### src/rtl/bg_pkg.sv
// Shared constants and pipeline tag type for the background ROM arbiter
// and the sprite fetch logic that reuses coord_to_addr.
package bg_pkg;

    localparam int unsigned H_RES   = 800;
    localparam int unsigned V_RES   = 600;
    localparam int unsigned ADDR_W  = 19;
    localparam int unsigned RGB_W   = 12;
    localparam int unsigned COORD_W = 10;

    // Source of a ROM access; selects which output port gets the data.
    typedef enum logic {
        SRC_VID = 1'b0,
        SRC_QRY = 1'b1
    } src_t;

    // Tag travelling alongside each access through the read pipeline.
    typedef struct packed {
        logic valid;
        src_t src;
        logic oob;
    } tag_t;

    localparam int unsigned TAG_W = $bits(tag_t);

endpackage

### src/rtl/coord_to_addr.sv
// Combinational (x, y) to linear ROM address conversion with range check.
// Uses y*800 = y*512 + y*256 + y*32 so no multiplier is inferred.
module coord_to_addr
    import bg_pkg::*;
(
    input  logic [COORD_W-1:0] x,
    input  logic [COORD_W-1:0] y,
    output logic [ADDR_W-1:0]  addr,
    output logic               in_range
);

    logic [ADDR_W-1:0] y_ext;
    logic [ADDR_W-1:0] x_ext;

    // Shift-add address and bounds test; addr is only meaningful when in_range.
    always_comb begin
        y_ext    = ADDR_W'(y);
        x_ext    = ADDR_W'(x);
        addr     = (y_ext << 9) + (y_ext << 8) + (y_ext << 5) + x_ext;
        in_range = (x < COORD_W'(H_RES)) && (y < COORD_W'(V_RES));
    end

endmodule

### src/rtl/bg_rom_arbiter.sv
// Shares the single-port background ROM between VGA scanout (strict
// priority) and collision queries (served in idle cycles). Each access is
// tagged with its source and returned with a fixed two-cycle latency.
module bg_rom_arbiter
    import bg_pkg::*;
(
    input  logic                clk,
    input  logic                rst_n,

    input  logic                vid_req,
    input  logic [COORD_W-1:0]  vid_x,
    input  logic [COORD_W-1:0]  vid_y,
    output logic                vid_valid,
    output logic [RGB_W-1:0]    vid_rgb,

    input  logic                q_valid,
    output logic                q_ready,
    input  logic [COORD_W-1:0]  q_x,
    input  logic [COORD_W-1:0]  q_y,
    output logic                q_rvalid,
    output logic [RGB_W-1:0]    q_rdata,
    output logic                q_oob,

    output logic [ADDR_W-1:0]   rom_addr,
    input  logic [RGB_W-1:0]    rom_data
);

    logic                q_busy;
    logic                q_accept;
    logic [COORD_W-1:0]  sel_x;
    logic [COORD_W-1:0]  sel_y;
    logic [ADDR_W-1:0]   sel_addr;
    logic                sel_in_range;
    tag_t                issue_tag;

    // Tags: tag_s1 sits beside rom_addr, tag_s2 lines up with the ROM's
    // registered douta, tag_out qualifies the output registers.
    tag_t                tag_s1;
    tag_t                tag_s2;
    tag_t                tag_out;

    // Arbitration: video always wins; a query issues only when video is idle.
    always_comb begin
        q_ready         = rst_n && !vid_req && !q_busy;
        q_accept        = q_valid && q_ready;
        issue_tag       = '0;
        issue_tag.valid = vid_req || q_accept;
        if (vid_req) begin
            sel_x         = vid_x;
            sel_y         = vid_y;
            issue_tag.src = SRC_VID;
        end else begin
            sel_x         = q_x;
            sel_y         = q_y;
            issue_tag.src = SRC_QRY;
        end
        issue_tag.oob = !sel_in_range;
    end

    coord_to_addr u_coord_to_addr (
        .x        (sel_x),
        .y        (sel_y),
        .addr     (sel_addr),
        .in_range (sel_in_range)
    );

    // Stage 1: register the ROM address; out-of-range accesses leave it alone.
    always_ff @(posedge clk) begin
        if (!rst_n) begin
            rom_addr <= '0;
            tag_s1   <= '0;
        end else begin
            tag_s1 <= issue_tag;
            if (issue_tag.valid && sel_in_range) begin
                rom_addr <= sel_addr;
            end
        end
    end

    // Delay the tag while the ROM performs its one-cycle synchronous read.
    always_ff @(posedge clk) begin
        if (!rst_n) begin
            tag_s2 <= '0;
        end else begin
            tag_s2 <= tag_s1;
        end
    end

    // Stage 2: capture ROM data (zero for out-of-range) into the port selected by the tag.
    always_ff @(posedge clk) begin
        if (!rst_n) begin
            tag_out <= '0;
            vid_rgb <= '0;
            q_rdata <= '0;
            q_oob   <= 1'b0;
        end else begin
            tag_out <= tag_s2;
            if (tag_s2.valid) begin
                if (tag_s2.src == SRC_VID) begin
                    vid_rgb <= tag_s2.oob ? '0 : rom_data;
                end else begin
                    q_rdata <= tag_s2.oob ? '0 : rom_data;
                    q_oob   <= tag_s2.oob;
                end
            end
        end
    end

    // Valid strobes decoded from the output tag; only one port pulses per cycle.
    always_comb begin
        vid_valid = tag_out.valid && (tag_out.src == SRC_VID);
        q_rvalid  = tag_out.valid && (tag_out.src == SRC_QRY);
    end

    // Single outstanding query: busy from accept until the response cycle ends.
    always_ff @(posedge clk) begin
        if (!rst_n) begin
            q_busy <= 1'b0;
        end else if (q_accept) begin
            q_busy <= 1'b1;
        end else if (q_rvalid) begin
            q_busy <= 1'b0;
        end
    end

endmodule

### config.mk
export PLATFORM = sky130hd
export DESIGN_NAME = bg_rom_arbiter
export DESIGN_NICKNAME = d
export VERILOG_FILES = /design/src/rtl/bg_pkg.sv /design/src/rtl/coord_to_addr.sv /design/src/rtl/bg_rom_arbiter.sv
export SDC_FILE = /design/constraint.sdc
export NUM_CORES = 1
export LEC_CHECK = 0
export ABC_AREA = 1
export BUFFER_PORTS_ARGS = -buffer_cell sky130_fd_sc_hd__buf_2
export CORE_MARGIN = 3
export CORE_UTILIZATION = 30
export DETAILED_ROUTE_END_ITERATION = 12
export GPL_ROUTABILITY_DRIVEN = 1
export SLEW_MARGIN = 20
export SYNTH_ARGS = -nofsm -noshare
export SYNTH_HDL_FRONTEND = slang
export SYNTH_SLANG_ARGS = --single-unit
### constraint.sdc
create_clock -name clk -period 12.18 [get_ports clk]
set_clock_uncertainty 0.15 [all_clocks]
set_input_delay 2.436 -clock clk [delete_from_list [all_inputs] [get_ports clk]]
set_output_delay 2.436 -clock clk [all_outputs]
set_load 0.01 [all_outputs]
==> flow_metrics.py, run 1 <==
metrics = {
    "sta": {
        "tightest_slew_ps": 825.5,
        "relSlewSlack": 0.4476,
        "finalHoldViolCount": 0,
        "setup_viol": 0,
        "rsz0062_at_grt": "false",
        "period_needed_ps": 6231,
        "fin_ws_ps": 5949,
        "tns_ps": 0,
        "fmax_ghz": 0.1605,
        "fin_crit_sh": 0.5116,
        "slew_violations": 0,
    },
    "floorplan": {
        "die_area_sq_um": 13200,
        "io-pin-count": 103,
        "die_h_microns": 114.9,
        "placementRows": 39,
        "die_w_microns": 114.9,
        "start_util": 0.3089,
        "core_sq_um": 11520,
    },
    "clocking": {
        "cts_tree": "built",
        "hold_buffers": 0,
        "cts_buffer_depth": 2,
        "cts_buffers": 5,
        "cts_resized": 0,
        "insertion_delay_ps": 290,
        "cts_root_buf": "clkbuf_16",
        "clock-sinks": 53,
        "htreeDepth": 2,
        "postCtsSetupBuffers": 0,
        "clk_pin_slew_ps": 60,
    },
    "setup_path": {
        "cp-start-kind": "input port",
        "cpPeakStageDelay_ps": 520,
        "crit_top_cell": "buf_2",
        "crit_fanout": 40,
        "worstPathCellList": "buf_2 > inv_2 > nor3_4 > buf_2",
        "end_kind": "output pin",
        "cp.required_ps": 9590,
        "critical_path.top_delay_family": "buffers and inverters",
        "path_class": "in2out",
        "crit_buf_inv": 3,
        "crit_arrival_ps": 3640,
        "slowest_stage": "buf_2",
    },
    "power": {
        "swShare": 0.3483,
        "p_comb_frac": 0.381,
        "p_seq_frac": 0.323,
        "p_switching_uw": 209.1,
        "leakagePower_uw": 0.002542,
        "p_clk_frac": 0.295,
        "p_int_uw": 391.1,
        "ir_worst_vdd_mv": 0.06599,
        "p_per_area_nw_per_um2": 138.2,
    },
    "finish": {
        "nets": 728,
        "antenna_cells": 0,
        "drive_gt1_frac": 0.2041,
        "areaGrowthSynthToFinish_pct": 22.05,
    },
    "synth": {
        "syn_nets": 634,
        "syn-mean-instance-area_sq_um": 6.624,
        "ys_warn_count": 0,
        "yosysSeqAreaShare": 0.2983,
        "yosys-top-cells-area": "dfxtp_1 30%, nand2_1 16%, ha_1 11%",
        "ys_types": 29,
        "synthCells": 537,
        "synth_area_sq_um": 3557,
        "synth_largest_area_cell": "dfxtp_1",
        "synth_top_area_share": 0.2983,
        "synth-seq-cells": 53,
    },
    "route": {
        "wl_per_cell_microns": 11.22,
        "drt-initial-drc-count": 184,
        "firstDrtPassIters": 4,
        "wl_microns": 8695,
        "vias": 3372,
        "drtAntennaViolNets": 0,
        "drc": 0,
        "via_per_inst": 4.351,
    },
    "grt": {
        "grt_util_all_layers": 0.1275,
        "grt_max_degree": 41,
        "grt_pass1_vias": 3010,
        "grt_first_pass_wirelength_microns": 13840,
        "overflow": 0,
        "antenna_found_initial": 0,
    },
    "placed_design": {
        "globalplace.congestion": 0.8969,
        "port_buffers": 102,
        "dpl_worst_slack_ps": 5938,
        "dp_hpwl_microns": 7171,
    },
    "min_path": {
        "hp-class": "reg2reg",
    },
    "job": {
        "drv_cap": 0,
    },
    "run_status": {
        "status": "completed",
    },
}
==> metrics by stage <==
step	hold slack [ps]	std cells	utilization	cell area [sq um]	power, uW
2_1_floorplan	240.5	537	-	3557	368.0
3_3_place_gp	244.5	767	0.3605	4151	425.8
3_5_place_dp	246.2	767	0.3605	4151	427.2
4_1_cts	259.5	775	0.3770	4342	607.7
5_1_grt	273.7	775	0.3770	4342	650.3
6_report	255.8	775	0.3770	4342	600.2
==> final cells by class <==
| class | count | area, sq um |
|---|---|---|
| Clock buffer | 5 | 125.1 |
| Clock inverter | 3 | 65.06 |
| Fill cell | 1217 | 7174 |
| Inverter | 102 | 382.9 |
| Multi-Input combinational cell | 367 | 2018 |
| Sequential cell | 53 | 1061 |
| Tap cell | 143 | 178.9 |
| Timing Repair Buffer | 102 | 510.5 |
==> worst reg2reg max path, cell delays in order (launching register included) <==
cell	delay, ps
dfxtp_1	350
inv_1	40
nor2_1	620
clkinv_1	480
nor2_1	190
nor2_1	70
==> layer usage <==
layer | wire length, microns | up-vias | global-route usage
met5 | 0 | - | 0
met2 | 3978 | 90 | 0.2153
met1 | 4206 | 1469 | 0.1721
li1 | - | 1806 | -
met3 | 433 | 7 | 0.02053
met4 | 77 | 0 | 0.02660
==> registers in the layout (all words and copies together), names as in the netlist <==
register  cells
q_oob         1
q_rdata      12
tag_s2        3
rom_addr     19
tag_out       2
vid_rgb      12
q_busy        1
tag_s1        3
==> synthesized netlist by cell type (all sizes together) <==
library cell / instances
nand2: 156
inv: 101
nor2: 86
dfxtp: 53
ha: 32
o21ai: 26
a21oi: 20
nand3: 13
nand4: 11
fa: 9
clkbuf: 8
buf: 7
or2: 6
xor2: 5
a211oi: 1
clkinv: 1
nand3b: 1
nor3: 1
==> power groups by stage <==
stage,sequential [uW],combinational (uW),clock [uW]
floorplan,202,166,0
global placement,198,228,0
detailed placement,198,229,0
CTS,194,231,182
global route,196,265,190
finish,194,229,177
==> placed cells by master (no fill, tap or decap) <==
master | netlist | layout
a211oi_1 | 1 | 1
a21oi_1 | 20 | 20
buf_2 | 3 | 102
bufinv_16 | 0 | 2
clkbuf_16 | 0 | 5
clkinv_1 | 1 | 1
clkinv_2 | 0 | 1
dfxtp_1 | 53 | 53
fa_1 | 9 | 9
ha_1 | 32 | 32
inv_1 | 98 | 98
inv_2 | 3 | 3
nand2_1 | 153 | 153
nand2_2 | 2 | 2
nand2_4 | 1 | 1
nand3_1 | 11 | 11
nand3_2 | 2 | 2
nand3b_1 | 1 | 1
nand4_1 | 10 | 10
nand4_4 | 1 | 1
nor2_1 | 85 | 85
nor2_4 | 1 | 1
nor3_4 | 1 | 1
o21ai_0 | 21 | 21
o21ai_1 | 3 | 3
o21ai_2 | 2 | 2
or2_2 | 6 | 6
xor2_1 | 5 | 5
==> logic make-up (layout without fill, tap and decap cells) <==
logic type                 after synthesis  in the layout  share of synthesized area
adders and majority gates               41             41                     0.1632
buffers and inverters                  117            212                     0.1344
AOI/OAI and AO/OA                       47             47                    0.06894
DFF                                     53             53                     0.2983
and+or+nand+nor                        274            274                     0.3229
xor gates and xnor gates                 5              5                    0.01231
==> path summary, 6_finish.rpt <==
path,cells past startpoint,slack (ps),end,start
max,4,5950,q_ready,rst_n
min,2,260,tag_s2[0],tag_s1[0]
max reg2reg,5,10180,vid_rgb[2],tag_s2[2]
min reg2reg,2,260,tag_s2[0],tag_s1[0]
Power figures use the tool's default switching activity.
==> run 2, diff against run 1 <==
==> constraint.sdc (replaced) <==
create_clock -name clk -period 6 [get_ports clk]
set_clock_uncertainty 0.15 [all_clocks]
set_input_delay 1.2 -clock clk [delete_from_list [all_inputs] [get_ports clk]]
set_output_delay 1.2 -clock clk [all_outputs]
set_load 0.01 [all_outputs]
==> run 2 against run 1 <==
Wire length shrank 0.51%. Critical path type is now in2reg. Global-route usage increased by 0.055 points. Hold slack improved by 2.4 ps. Flip-flop and latch count stayed put. Register-to-register slack lost 6300 ps. Sequential share of layout area about the same. Largest power group unchanged.
==> flow_metrics.py, run 2 (synthesis gave the netlist of run 1 again) <==
metrics = {
    "floorplan": {
        "core_sq_um": 11520,
        "io-pin-count": 103,
        "die_w_microns": 114.9,
        "die_area_sq_um": 13200,
        "start_util": 0.3089,
        "die_h_microns": 114.9,
        "placementRows": 39,
    },
    "clocking": {
        "postCtsSetupBuffers": 0,
        "hold_buffers": 0,
        "clk_pin_slew_ps": 70,
        "htreeDepth": 2,
        "cts_resized": 0,
        "cts_buffers": 5,
        "insertion_delay_ps": 280,
        "clock-sinks": 53,
        "cts_root_buf": "clkbuf_16",
        "cts_buffer_depth": 2,
        "cts_tree": "built",
    },
    "grt": {
        "grt_util_all_layers": 0.1280,
        "grt_pass1_vias": 3062,
        "grt_max_degree": 41,
        "grt_first_pass_wirelength_microns": 13890,
        "antenna_found_initial": 0,
        "overflow": 0,
    },
    "sta": {
        "fin_ws_ps": 1817,
        "fin_crit_sh": 0.6972,
        "tns_ps": 0,
        "fmax_ghz": 0.2391,
        "relSlewSlack": 0.4164,
        "tightest_slew_ps": 872.2,
        "finalHoldViolCount": 0,
        "period_needed_ps": 4183,
        "slew_violations": 0,
        "rsz0062_at_grt": "false",
        "setup_viol": 0,
    },
    "finish": {
        "final_core_util": 0.3765,
        "fillers": 1287,
        "largest_reg_flops": 19,
        "antenna_cells": 0,
        "final_cell_mix": "153 x nand2_1, 102 x buf_2, 98 x inv_1",
        "top_regs": "rom_addr x19, q_rdata x12, vid_rgb x12",
        "drive_gt1_frac": 0.2054,
        "areaGrowthSynthToFinish_pct": 21.88,
        "stdcell_count": 776,
        "final_common_cell": "nand2_1",
        "nets": 729,
        "regMostFlops": "rom_addr",
    },
    "route": {
        "wl_per_cell_microns": 11.15,
        "drt-initial-drc-count": 163,
        "drc": 0,
        "firstDrtPassIters": 4,
        "wl_microns": 8651,
        "via_per_inst": 4.352,
        "vias": 3377,
        "drtAntennaViolNets": 0,
    },
    "placed_design": {
        "dpl_worst_slack_ps": 1541,
        "globalplace.congestion": 0.8647,
        "place_inst": 768,
        "port_buffers": 102,
        "dp_hpwl_microns": 6949,
    },
    "setup_path": {
        "cp-start-kind": "input port",
        "crit_fanout": 27,
        "end_kind": "flop",
        "crit_arrival_ps": 4210,
        "path_class": "in2reg",
        "cp.required_ps": 6030,
    },
    "power": {
        "total_power_uw": 1195,
        "leakagePower_uw": 0.002536,
        "ir_worst_vdd_mv": 0.1137,
        "p_per_area_nw_per_um2": 275.7,
    },
    "job": {
        "drv_cap": 0,
    },
    "run_status": {
        "status": "completed",
    },
    "min_path": {
        "hp-class": "reg2reg",
    },
}
-- run 2: final cells by class --
cell class,count,area (sq um),area share
Multi-Input combinational cell,367,2018,0.4655
Sequential cell,53,1061,0.2447
Timing Repair Buffer,103,518.0,0.1195
Inverter,102,382.9,0.08831
Tap cell,143,178.9,0.04127
Clock buffer,6,138.9,0.03203
Clock inverter,2,37.54,0.008658
-- run 2: power by group --
| group | switching [uW] | internal, uW | leakage, uW |
|---|---|---|---|
| clock | 129 | 208 | 0.0000831 |
| sequential | 14.8 | 379 | 0.000434 |
| combinational | 287 | 177 | 0.00202 |
| total | 431 | 764 | 0.00254 |
-- run 2: worst max-delay path, cell delays in order --
cell and delay [ps]:
buf_2 110, buf_4 220, o21ai_0 510, inv_1 100, ha_1 320, ha_1 280, ha_1 210, inv_1 100
fa_1 420, inv_1 110, nand3_1 100, nand2_1 130, nand2_1 80, nand3_1 90, nand2_1 60, nor2_1 110
nor2_1 60
-- run 2: metrics by stage --
step	instance area (sq um)	hold WS [ps]
after floorplan	3557	240.5
after global placement	4159	248.8
after detailed placement	4159	249.7
after CTS	4335	269.0
after global routing	4335	302.2
final	4335	258.2
-- run 2: path summary, 6_finish.rpt --
path                                endpoint  cells past startpoint  slack (ps)       from
worst max-delay path            rom_addr[15]                     17        1820    vid_req
worst min-delay path               tag_s2[1]                      2         260  tag_s1[1]
worst max register to register    vid_rgb[6]                      5        3920  tag_s2[2]
worst min register to register     tag_s2[1]                      2         260  tag_s1[1]
-- run 2: routing by layer --
metal | share of wire | track usage | wire [microns] | vias up
met1 | 0.49 | 0.1740 | 4232 | 1486
li1 | - | - | - | 1813
met5 | 0 | 0 | 0 | -
met2 | 0.46 | 0.2145 | 3959 | 76
met4 | 0.0052 | 0.02347 | 45 | 0
met3 | 0.048 | 0.02316 | 414 | 2
